File: src/rtl/read_txn_tracker.sv
// read_txn_tracker: passive monitor for one ready/valid read channel pair.
// Keeps an in-order queue of outstanding read requests, pairs each response
// beat with its request address, reports per-transaction latency and raises
// sticky protocol-error flags (overflow, orphan response, timeout).
module read_txn_tracker #(
  parameter int unsigned addr_width     = 32,
  parameter int unsigned data_width     = 32,
  parameter int unsigned depth          = 4,
  parameter int unsigned timeout_cycles = 50,
  parameter int unsigned cnt_width      = 16
) (
  input  logic                      clk,
  input  logic                      rst,
  input  logic                      raddr_valid,
  input  logic                      raddr_ready,
  input  logic [addr_width-1:0]     raddr,
  input  logic                      rdata_valid,
  input  logic                      rdata_ready,
  input  logic [data_width-1:0]     rdata,
  output logic                      txn_valid,
  output logic [addr_width-1:0]     txn_addr,
  output logic [data_width-1:0]     txn_data,
  output logic [cnt_width-1:0]      txn_latency,
  output logic [cnt_width-1:0]      txn_count,
  output logic [$clog2(depth):0]    outstanding,
  output logic                      overflow_err,
  output logic                      orphan_err,
  output logic                      timeout_err
);

  localparam int unsigned PtrW = $clog2(depth);
  localparam int unsigned OccW = PtrW + 1;

  // Queue storage; contents are only meaningful below the occupancy count,
  // so the arrays carry no reset.
  logic [addr_width-1:0] addr_mem [depth];
  logic [cnt_width-1:0]  ts_mem   [depth];

  logic [PtrW-1:0]       wr_ptr_q, wr_ptr_d;
  logic [PtrW-1:0]       rd_ptr_q, rd_ptr_d;
  logic [OccW-1:0]       occ_q, occ_d;
  logic [cnt_width-1:0]  cnt_q;

  logic                  txn_valid_q;
  logic [addr_width-1:0] txn_addr_q;
  logic [data_width-1:0] txn_data_q;
  logic [cnt_width-1:0]  txn_latency_q;
  logic [cnt_width-1:0]  txn_count_q;
  logic                  overflow_q, orphan_q, timeout_q;

  logic                  req_hs, rsp_hs;
  logic                  q_empty, q_full;
  logic                  push, pop;
  logic [cnt_width-1:0]  head_age;

  // Handshake decode and push/pop qualification against current occupancy.
  always_comb begin
    req_hs   = raddr_valid & raddr_ready;
    rsp_hs   = rdata_valid & rdata_ready;
    q_empty  = (occ_q == '0);
    q_full   = (occ_q == OccW'(depth));
    // Only entries present before this edge can be popped.
    pop      = rsp_hs & ~q_empty;
    // A full queue still accepts a request when the head leaves this cycle.
    push     = req_hs & (~q_full | pop);
    head_age = cnt_q - ts_mem[rd_ptr_q];
  end

  // Next-state pointers and occupancy.
  always_comb begin
    wr_ptr_d = wr_ptr_q;
    rd_ptr_d = rd_ptr_q;
    occ_d    = occ_q;
    if (push) wr_ptr_d = wr_ptr_q + PtrW'(1);
    if (pop)  rd_ptr_d = rd_ptr_q + PtrW'(1);
    if (push && !pop) begin
      occ_d = occ_q + OccW'(1);
    end else if (!push && pop) begin
      occ_d = occ_q - OccW'(1);
    end
  end

  // Queue entry write: request address plus its handshake timestamp.
  always_ff @(posedge clk) begin
    if (push) begin
      addr_mem[wr_ptr_q] <= raddr;
      ts_mem[wr_ptr_q]   <= cnt_q;
    end
  end

  // Control state, timestamp counter, report registers and sticky errors.
  always_ff @(posedge clk) begin
    if (rst) begin
      wr_ptr_q      <= '0;
      rd_ptr_q      <= '0;
      occ_q         <= '0;
      cnt_q         <= '0;
      txn_valid_q   <= 1'b0;
      txn_addr_q    <= '0;
      txn_data_q    <= '0;
      txn_latency_q <= '0;
      txn_count_q   <= '0;
      overflow_q    <= 1'b0;
      orphan_q      <= 1'b0;
      timeout_q     <= 1'b0;
    end else begin
      wr_ptr_q    <= wr_ptr_d;
      rd_ptr_q    <= rd_ptr_d;
      occ_q       <= occ_d;
      cnt_q       <= cnt_q + cnt_width'(1);
      txn_valid_q <= pop;
      if (pop) begin
        txn_addr_q    <= addr_mem[rd_ptr_q];
        txn_data_q    <= rdata;
        txn_latency_q <= head_age;
        txn_count_q   <= txn_count_q + cnt_width'(1);
      end
      if (req_hs && q_full && !rsp_hs) overflow_q <= 1'b1;
      if (rsp_hs && q_empty)           orphan_q   <= 1'b1;
      if (!q_empty && (head_age >= cnt_width'(timeout_cycles))) timeout_q <= 1'b1;
    end
  end

  // Output drive.
  always_comb begin
    txn_valid    = txn_valid_q;
    txn_addr     = txn_addr_q;
    txn_data     = txn_data_q;
    txn_latency  = txn_latency_q;
    txn_count    = txn_count_q;
    outstanding  = occ_q;
    overflow_err = overflow_q;
    orphan_err   = orphan_q;
    timeout_err  = timeout_q;
  end

endmodule

File: config.mk
export PLATFORM = sky130hd
export DESIGN_NAME = read_txn_tracker
export DESIGN_NICKNAME = d
export VERILOG_FILES = /design/src/rtl/read_txn_tracker.sv
export SDC_FILE = /design/constraint.sdc
export NUM_CORES = 1
export LEC_CHECK = 0
export ABC_AREA = 1
export BUFFER_PORTS_ARGS = -buffer_cell sky130_fd_sc_hd__buf_2
export CORE_ASPECT_RATIO = 0.75
export CORE_MARGIN = 4
export CORE_UTILIZATION = 35
export DETAILED_ROUTE_END_ITERATION = 6
export GPL_ROUTABILITY_DRIVEN = 0
export PLACE_DENSITY = 0.55
export SYNTH_ARGS = -nofsm -noshare
export SYNTH_HDL_FRONTEND = slang
export SYNTH_SLANG_ARGS = --single-unit
File: constraint.sdc
create_clock -name clk -period 4.9 [get_ports clk]
set_input_delay 0.735 -clock clk [delete_from_list [all_inputs] [get_ports clk]]
set_output_delay 0.735 -clock clk [all_outputs]
set_load 0.02 [all_outputs]
# After elaboration in Yosys (flattened, before gate mapping)
# Memory sizes are Yosys's and may differ from the RTL's. A register that Yosys moved wholly into a read port is not among the register bits.
# Cells that the tools add are included.
dict set report classes {
  n_addsub 7
  magnitude_cmp 1
  eq_ne 1
  muxes 6
  n_bitwise 7
  reduce_logical 12
}
# operator n
set op_table {}
lappend op_table {{adder 16 x 1 -> 16 bit, second input constant} 2}
lappend op_table {{greater-or-equal comparator 16 x 6 -> 1 bit, second input constant} 1}
lappend op_table {{subtractor 16 bit} 1}
lappend op_table {{logical AND 1 bit} 6}
lappend op_table {{two-way mux 3 bit} 2}
lappend op_table {{adder 2 x 1 -> 2 bit, second input constant} 2}
lappend op_table {{bitwise AND 1 bit} 4}
lappend op_table {{logical NOT 1 bit} 4}
lappend op_table {{two-way mux 2 bit} 2}
lappend op_table {{adder 3 x 1 -> 3 bit, second input constant} 1}
lappend op_table {{equality test 3 bit, second input constant} 1}
lappend op_table {{logical NOT 3 bit} 1}
lappend op_table {{subtractor 3 x 1 -> 3 bit, second input constant} 1}
lappend op_table {{two-way mux 1 bit} 2}
lappend op_table {{inverter 1 bit} 2}
lappend op_table {{nonzero test 2 bit} 1}
lappend op_table {{OR 1 bit} 1}
dict set report totals {
  regBits 91
  mem_bits_rw 192
  in_bits 70
  output_inout_bits 103
  word_cells 47
  n_memories 2
}
# memory depth word_bits read_ports rd_clocked_by_memory_dff write_ports line_no
set memory_table {}
lappend memory_table {addr_mem 4 32 1 1 1 36} ;# logic [addr_width-1:0] addr_mem [depth];
lappend memory_table {ts_mem 4 16 1 1 1 37} ;# logic [cnt_width-1:0] ts_mem [depth];

# Logic depth before layout (Yosys ltp)
dict set report depth {
  ltp_word 9
  ltp_mapped 21
  depth_no_buf 19
}

# Worst setup path after synthesis
# OpenSTA, ideal clock, no wires.
dict set report synth_path {
  path_type {input port to flip-flop}
  from {input rdata_valid}
  to {memory addr_mem[0][0], enable pin}
  setup_ns 0.454
  arrival_ns 3.272
  t_required_ns 4.446
  setup_slack_ns 1.174
  path_stages 6
  path_buffers 0
  cell_sequence {nand2_2 > nand4_1 > inv_1 > nor2_1 > inv_1 > nor2_1}
}
dict set report synth_via {
  elab_chain_cells 6
}
# item line_no
set synth_rtl {}
lappend synth_rtl {{start: declaration} 17} ;# input logic rdata_valid,
lappend synth_rtl {{bitwise AND 1 bit} 59} ;# rsp_hs = rdata_valid & rdata_ready;
lappend synth_rtl {{bitwise AND 1 bit} 63} ;# pop = rsp_hs & ~q_empty;
lappend synth_rtl {{OR 1 bit} 65} ;# push = req_hs & (~q_full | pop);
lappend synth_rtl {{bitwise AND 1 bit} 65}
lappend synth_rtl {{net push} 53} ;# logic push, pop;
lappend synth_rtl {{two-way mux 1 bit} 85} ;# if (push) begin
lappend synth_rtl {{two-way mux 1 bit (not written as such)} 86} ;# addr_mem[wr_ptr_q] <= raddr;
lappend synth_rtl {{end: declaration} 36}
# The timed path passes the listed nets, and every way through them passes these cells.

==> report_table.html <==
<table>
<tr><th>Metric</th><th>Value</th></tr>
<tr><th colspan="2">Clocking</th></tr>
<tr><td>Number of clock buffers inserted by TritonCTS</td><td>35</td></tr>
<tr><td>Clock insertion delay at the later pin of the skew report</td><td>about 510 ps</td></tr>
<tr><td>Count of instances resized after the clock tree is built</td><td>0</td></tr>
<tr><td>Clock root buffer</td><td>sky130_fd_sc_hd__clkbuf_16</td></tr>
<tr><td>Post-CTS Repair Setup Buffers</td><td>0</td></tr>
<tr><td>Clk sinks</td><td>between 300 and 400</td></tr>
<tr><td>TritonCTS clock tree</td><td>done</td></tr>
<tr><td>Clock-pin transition on the worst setup and hold timing paths</td><td>around 60 ps</td></tr>
<tr><td>H-tree depth reported by CTS</td><td>2</td></tr>
<tr><td>Longest Clk Path Bufs</td><td>3</td></tr>
<tr><td>Post-CTS Hold Buffers</td><td>0</td></tr>
<tr><th colspan="2">Synth</th></tr>
<tr><td>Post-Synth XOR/XNOR Area</td><td>0.477%</td></tr>
<tr><td>Combinational family with the most area after synthesis</td><td>simple AND/OR/NAND/NOR gates</td></tr>
<tr><td>Share of synthesized flip-flops with an asynchronous set or reset</td><td>0%</td></tr>
<tr><td>EDFF count, synth</td><td>between 150 and 200</td></tr>
<tr><td>Main synth FF type</td><td>sky130_fd_sc_hd__edfxtp_1</td></tr>
<tr><td>Synth Net Count</td><td>about 1400</td></tr>
<tr><td>Flops &amp; latches, synth</td><td>between 300 and 400</td></tr>
<tr><td>Number of warnings issued by yosys</td><td>0</td></tr>
<tr><td>Mux contribution to synthesized area</td><td>0%</td></tr>
<tr><td>Cell accounting for the most synthesized area</td><td>sky130_fd_sc_hd__edfxtp_1</td></tr>
<tr><td>Instance count of the mapped netlist</td><td>roughly 1300</td></tr>
<tr><td>Fraction of the mapped netlist area in adder cells</td><td>under 10%</td></tr>
<tr><td>Most instantiated cells after synthesis</td><td>243 x sky130_fd_sc_hd__nor2_1, 192 x sky130_fd_sc_hd__edfxtp_1, 179 x sky130_fd_sc_hd__nand2_1, 152 x sky130_fd_sc_hd__o21ai_0, 125 x sky130_fd_sc_hd__dfxtp_1</td></tr>
<tr><td>Area of the mapped netlist</td><td>roughly 13000 sq um</td></tr>
<tr><td>Leading cell type by number of instances after synthesis</td><td>sky130_fd_sc_hd__nor2_1</td></tr>
<tr><td>Mean instance size in the synthesized netlist</td><td>about 10 sq um</td></tr>
<tr><td>Count of distinct cell types in the synthesized netlist</td><td>39</td></tr>
<tr><td>Sequential share of the synthesized area</td><td>64.3%</td></tr>
<tr><td>Largest cells by area after synthesis</td><td>sky130_fd_sc_hd__edfxtp_1 45%, sky130_fd_sc_hd__dfxtp_1 19%, sky130_fd_sc_hd__nor2_1 7.1%, sky130_fd_sc_hd__o21ai_0 5.9%, sky130_fd_sc_hd__nand2_1 5.2%</td></tr>
<tr><td>Top-area cell type share of the netlist area</td><td>approximately 45%</td></tr>
<tr><td>Fraction of the mapped netlist area in simple logic gates</td><td>~16%</td></tr>
<tr><td>Synth Area in Compound Gates</td><td>11.7%</td></tr>
<tr><th colspan="2">Detailed routing</th></tr>
<tr><td>Routed length per placed instance</td><td>between 15 and 20 um</td></tr>
<tr><td>Post-route DRC violation count</td><td>0</td></tr>
<tr><td>Post-DR vias/cell</td><td>between 4 and 5</td></tr>
<tr><td>DRT iter0 DRCs</td><td>610</td></tr>
<tr><td>Initial DRT Pass Iterations</td><td>5</td></tr>
<tr><td>Antenna violation net count after detailed routing</td><td>0</td></tr>
<tr><td>Final routed wirelength across all metal layers</td><td>around 31000 um</td></tr>
<tr><td>Number of vias after detailed routing</td><td>around 9300</td></tr>
<tr><th colspan="2">STA</th></tr>
<tr><td>Max transition margin</td><td>between 10% and 20%</td></tr>
<tr><td>Transition at the pin with the smallest max-transition slack</td><td>~1200 ps</td></tr>
<tr><td>Setup violation total in the final timing report</td><td>0</td></tr>
<tr><td>Fin. Hold Viols</td><td>0</td></tr>
<tr><td>Setup repair after global routing missed its margin</td><td>no</td></tr>
<tr><td>Fmax</td><td>322 MHz</td></tr>
<tr><td>Minimum clock period after layout</td><td>just over 3000 ps</td></tr>
<tr><td>Count of final max-slew check failures</td><td>0</td></tr>
<tr><td>Total Negative Setup Slacks</td><td>0 ps</td></tr>
<tr><td>Post-route clock period utilization</td><td>a little over three fifths</td></tr>
<tr><td>Setup skew after layout</td><td>~19 ps</td></tr>
<tr><th colspan="2">GRT</th></tr>
<tr><td>Total routing resource utilization after global routing</td><td>15.5%</td></tr>
<tr><td>First-pass GRT wire length</td><td>around 50000 um</td></tr>
<tr><td>Largest net degree at the start of global routing</td><td>71</td></tr>
<tr><td>Global-route congestion overflow total</td><td>0</td></tr>
<tr><td>Via count of the first global-routing pass</td><td>around 9000</td></tr>
<tr><td>Initial antenna violation count</td><td>0</td></tr>
<tr><th colspan="2">Pwr</th></tr>
<tr><td>Share of power burned in combinational logic</td><td>12.4%</td></tr>
<tr><td>Net switching power of the design</td><td>around 1600 uW</td></tr>
<tr><td>Flop pwr share</td><td>47.8%</td></tr>
<tr><td>Internal power contribution</td><td>4700 uW</td></tr>
<tr><td>Highest ir drop seen on vdd</td><td>about 0.22 mV</td></tr>
<tr><td>Pwr Total</td><td>about 6300 uW</td></tr>
<tr><td>Cell Pwr Density</td><td>between 400 and 500 nW/um^2</td></tr>
<tr><td>Static power due to leakage</td><td>~0.0063 uW</td></tr>
<tr><td>Switching power share of the total</td><td>25.8%</td></tr>
<tr><td>Proportion of power drawn by the clock network</td><td>between 30 and 40%</td></tr>
<tr><th colspan="2">Die</th></tr>
<tr><td>X dimension of the die</td><td>~230 um</td></tr>
<tr><td>Area inside the core boundary</td><td>roughly 36000 sq um</td></tr>
<tr><td>Total number of placement rows</td><td>60</td></tr>
<tr><td>Initial core utilization</td><td>approximately 36%</td></tr>
<tr><td>Die outline area</td><td>about 40000 sq um</td></tr>
<tr><td>Vertical die dimension</td><td>174 um</td></tr>
<tr><td>I/O pin count</td><td>approximately 170</td></tr>
<tr><th colspan="2">Finish</th></tr>
<tr><td>Area added between synthesis and finish</td><td>18.9%</td></tr>
<tr><td>Share of post-route cells with drive strength above 1</td><td>a little under a fifth</td></tr>
<tr><td>Combined area of the multi-input logic cells</td><td>between 3000 and 4000 sq um</td></tr>
<tr><td>Filler Cell Count</td><td>around 3500</td></tr>
<tr><td>Area taken by flip-flops and latches</td><td>about 8300 sq um</td></tr>
<tr><td>Final #Nets</td><td>~1500</td></tr>
<tr><td>ANT cells</td><td>0</td></tr>
<tr><th colspan="2">Flow run</th></tr>
<tr><td>Total of max-cap violations</td><td>0</td></tr>
<tr><th colspan="2">Setup path</th></tr>
<tr><td>Data required time of the critical path</td><td>roughly 5300 ps</td></tr>
<tr><td>CP arrival</td><td>about 3500 ps</td></tr>
<tr><td>Critical path launch point type</td><td>register</td></tr>
<tr><td>Highest cell delay on the worst timing path</td><td>between 700 and 800 ps</td></tr>
<tr><td>Critical path fanouts, max</td><td>30</td></tr>
<tr><td>Slowest stage cell on the critical path</td><td>sky130_fd_sc_hd__inv_1</td></tr>
<tr><td>Category of cells accounting for the largest share of critical-path delay</td><td>simple AND/OR/NAND/NOR gates</td></tr>
<tr><td>Crit path cell chain</td><td>inv_1 -&gt; a21oi_1 -&gt; a32o_1 -&gt; ha_1 -&gt; nand2_1 -&gt; nor2_1 -&gt; and2_1 -&gt; nand2_1 -&gt; nand2_1 -&gt; nand2_1 -&gt; nand2_1 -&gt; nand2_1 -&gt; nor2_1 -&gt; nand3_1 -&gt; nand2_1 -&gt; a21oi_1</td></tr>
<tr><td>Critical path buffer and inverter count</td><td>1</td></tr>
<tr><td>Setup CP Type</td><td>reg2reg</td></tr>
<tr><td>Most common cell on crit path</td><td>sky130_fd_sc_hd__nand2_1</td></tr>
<tr><td>Crit path capture type</td><td>register</td></tr>
<tr><th colspan="2">Place</th></tr>
<tr><td>Half-perimeter wire length after placement</td><td>19900 um</td></tr>
<tr><td>Count of input and output buffers</td><td>roughly 170</td></tr>
<tr><th colspan="2">Status</th></tr>
<tr><td>Run status</td><td>finished clean</td></tr>
<tr><th colspan="2">Worst hold path</th></tr>
<tr><td>Hold/Removal Path Class</td><td>in2reg</td></tr>
</table>
-- layout make-up --
| type | instances | area share (%) |
|---|---|---|
| clock inverters | 15 | 0.687 |
| inverters | 106 | 2.60 |
| multi-input cells | 793 | 26.0 |
| repair buffers | 184 | 6.22 |
| clock buffers | 48 | 6.59 |
| flip-flops and latches | 317 | 54.1 |
| well taps | 465 | 3.80 |
-- routing by layer --
layer / wire, um / global-route usage, %
met1: 15100 / 22.6
met2: 14200 / 24.2
met3: 1320 / 2.41
met4: 568 / 3.83
met5: 0 / 0
-- worst paths after layout --
check / start / endpoint / slack, ps / cells past startpoint
max: register / timeout_err / 1800 / 16
max reg2reg: register / timeout_err / 1800 / 16
min reg2reg: orphan_err / orphan_err / 470 / 1
min: raddr[18] / addr_mem[1][18] / 440 / 1
-- cell usage in the layout, fill, tap and decap left out, types with 3 or more instances in the layout --
cell	instances
sky130_fd_sc_hd__inv_2	5
sky130_fd_sc_hd__nor3_1	11
sky130_fd_sc_hd__dfxtp_1	124
sky130_fd_sc_hd__nand3b_1	5
sky130_fd_sc_hd__nand3_1	24
sky130_fd_sc_hd__nor3_2	4
sky130_fd_sc_hd__clkinvlp_4	3
sky130_fd_sc_hd__clkinv_1	5
sky130_fd_sc_hd__nand2_1	179
sky130_fd_sc_hd__nand4_1	8
sky130_fd_sc_hd__buf_2	172
sky130_fd_sc_hd__nor2_1	239
sky130_fd_sc_hd__a32o_1	13
sky130_fd_sc_hd__a21oi_1	49
sky130_fd_sc_hd__edfxtp_1	192
sky130_fd_sc_hd__inv_1	99
sky130_fd_sc_hd__o21ai_0	152
sky130_fd_sc_hd__xnor2_1	4
sky130_fd_sc_hd__clkbuf_16	38
sky130_fd_sc_hd__nor2_2	5
sky130_fd_sc_hd__nor2_4	4
sky130_fd_sc_hd__o21a_1	3
sky130_fd_sc_hd__ha_1	23
sky130_fd_sc_hd__a31oi_1	35
sky130_fd_sc_hd__clkbuf_1	8
sky130_fd_sc_hd__o211ai_1	13
sky130_fd_sc_hd__clkinv_2	7
sky130_fd_sc_hd__xor2_1	3
sky130_fd_sc_hd__buf_4	12
-- worst register-to-register path, cell delays in order, from the launching register on --
cell and delay, ps:
sky130_fd_sc_hd__dfxtp_1 320, sky130_fd_sc_hd__inv_1 710, sky130_fd_sc_hd__a21oi_1 120, sky130_fd_sc_hd__a32o_1 270
sky130_fd_sc_hd__ha_1 400, sky130_fd_sc_hd__nand2_1 140, sky130_fd_sc_hd__nor2_1 200, sky130_fd_sc_hd__and2_1 150
sky130_fd_sc_hd__nand2_1 70, sky130_fd_sc_hd__nand2_1 60, sky130_fd_sc_hd__nand2_1 50, sky130_fd_sc_hd__nand2_1 90
sky130_fd_sc_hd__nand2_1 60, sky130_fd_sc_hd__nor2_1 130, sky130_fd_sc_hd__nand3_1 80, sky130_fd_sc_hd__nand2_1 60
sky130_fd_sc_hd__a21oi_1 60
-- kinds of logic after synthesis --
group | after synthesis
flops | 317
buf+inv | 167
xor+xnor | 7
fa+ha+maj | 25
simple gates | 492
compound gates | 269
-- through the flow --
stage,area (sq um),utilization [%],setup slack (ps),hold slack (ps),instances
6_report,15300,42.5,1800,435,1928
5_1_grt,15300,42.5,1420,418,1928
4_1_cts,15300,42.5,1790,414,1928
3_5_place_dp,14200,39.4,1650,458,1865
3_3_place_gp,14200,39.4,1730,446,1865
2_1_floorplan,12900,-,1170,463,1277
-- power groups by stage --
stage          clock, uW  sequential, uW  combinational (uW)
2_1_floorplan          0            3180                 414
3_3_place_gp           0            3080                 787
3_5_place_dp           0            3080                 792
4_1_cts             2610            3030                 796
5_1_grt             2720            3040                 881
6_report            2520            3030                 785
-- registers in the layout (all words and copies together) (netlist names), 2 cells and up, named ones only --
register and cells:
addr_mem 128, ts_mem 64, txn_addr 32, txn_data 32, cnt_q 16, txn_count 16
txn_latency 16, outstanding 3, rd_ptr_q 2, wr_ptr_q 2
(Power assumes the default switching activity.)
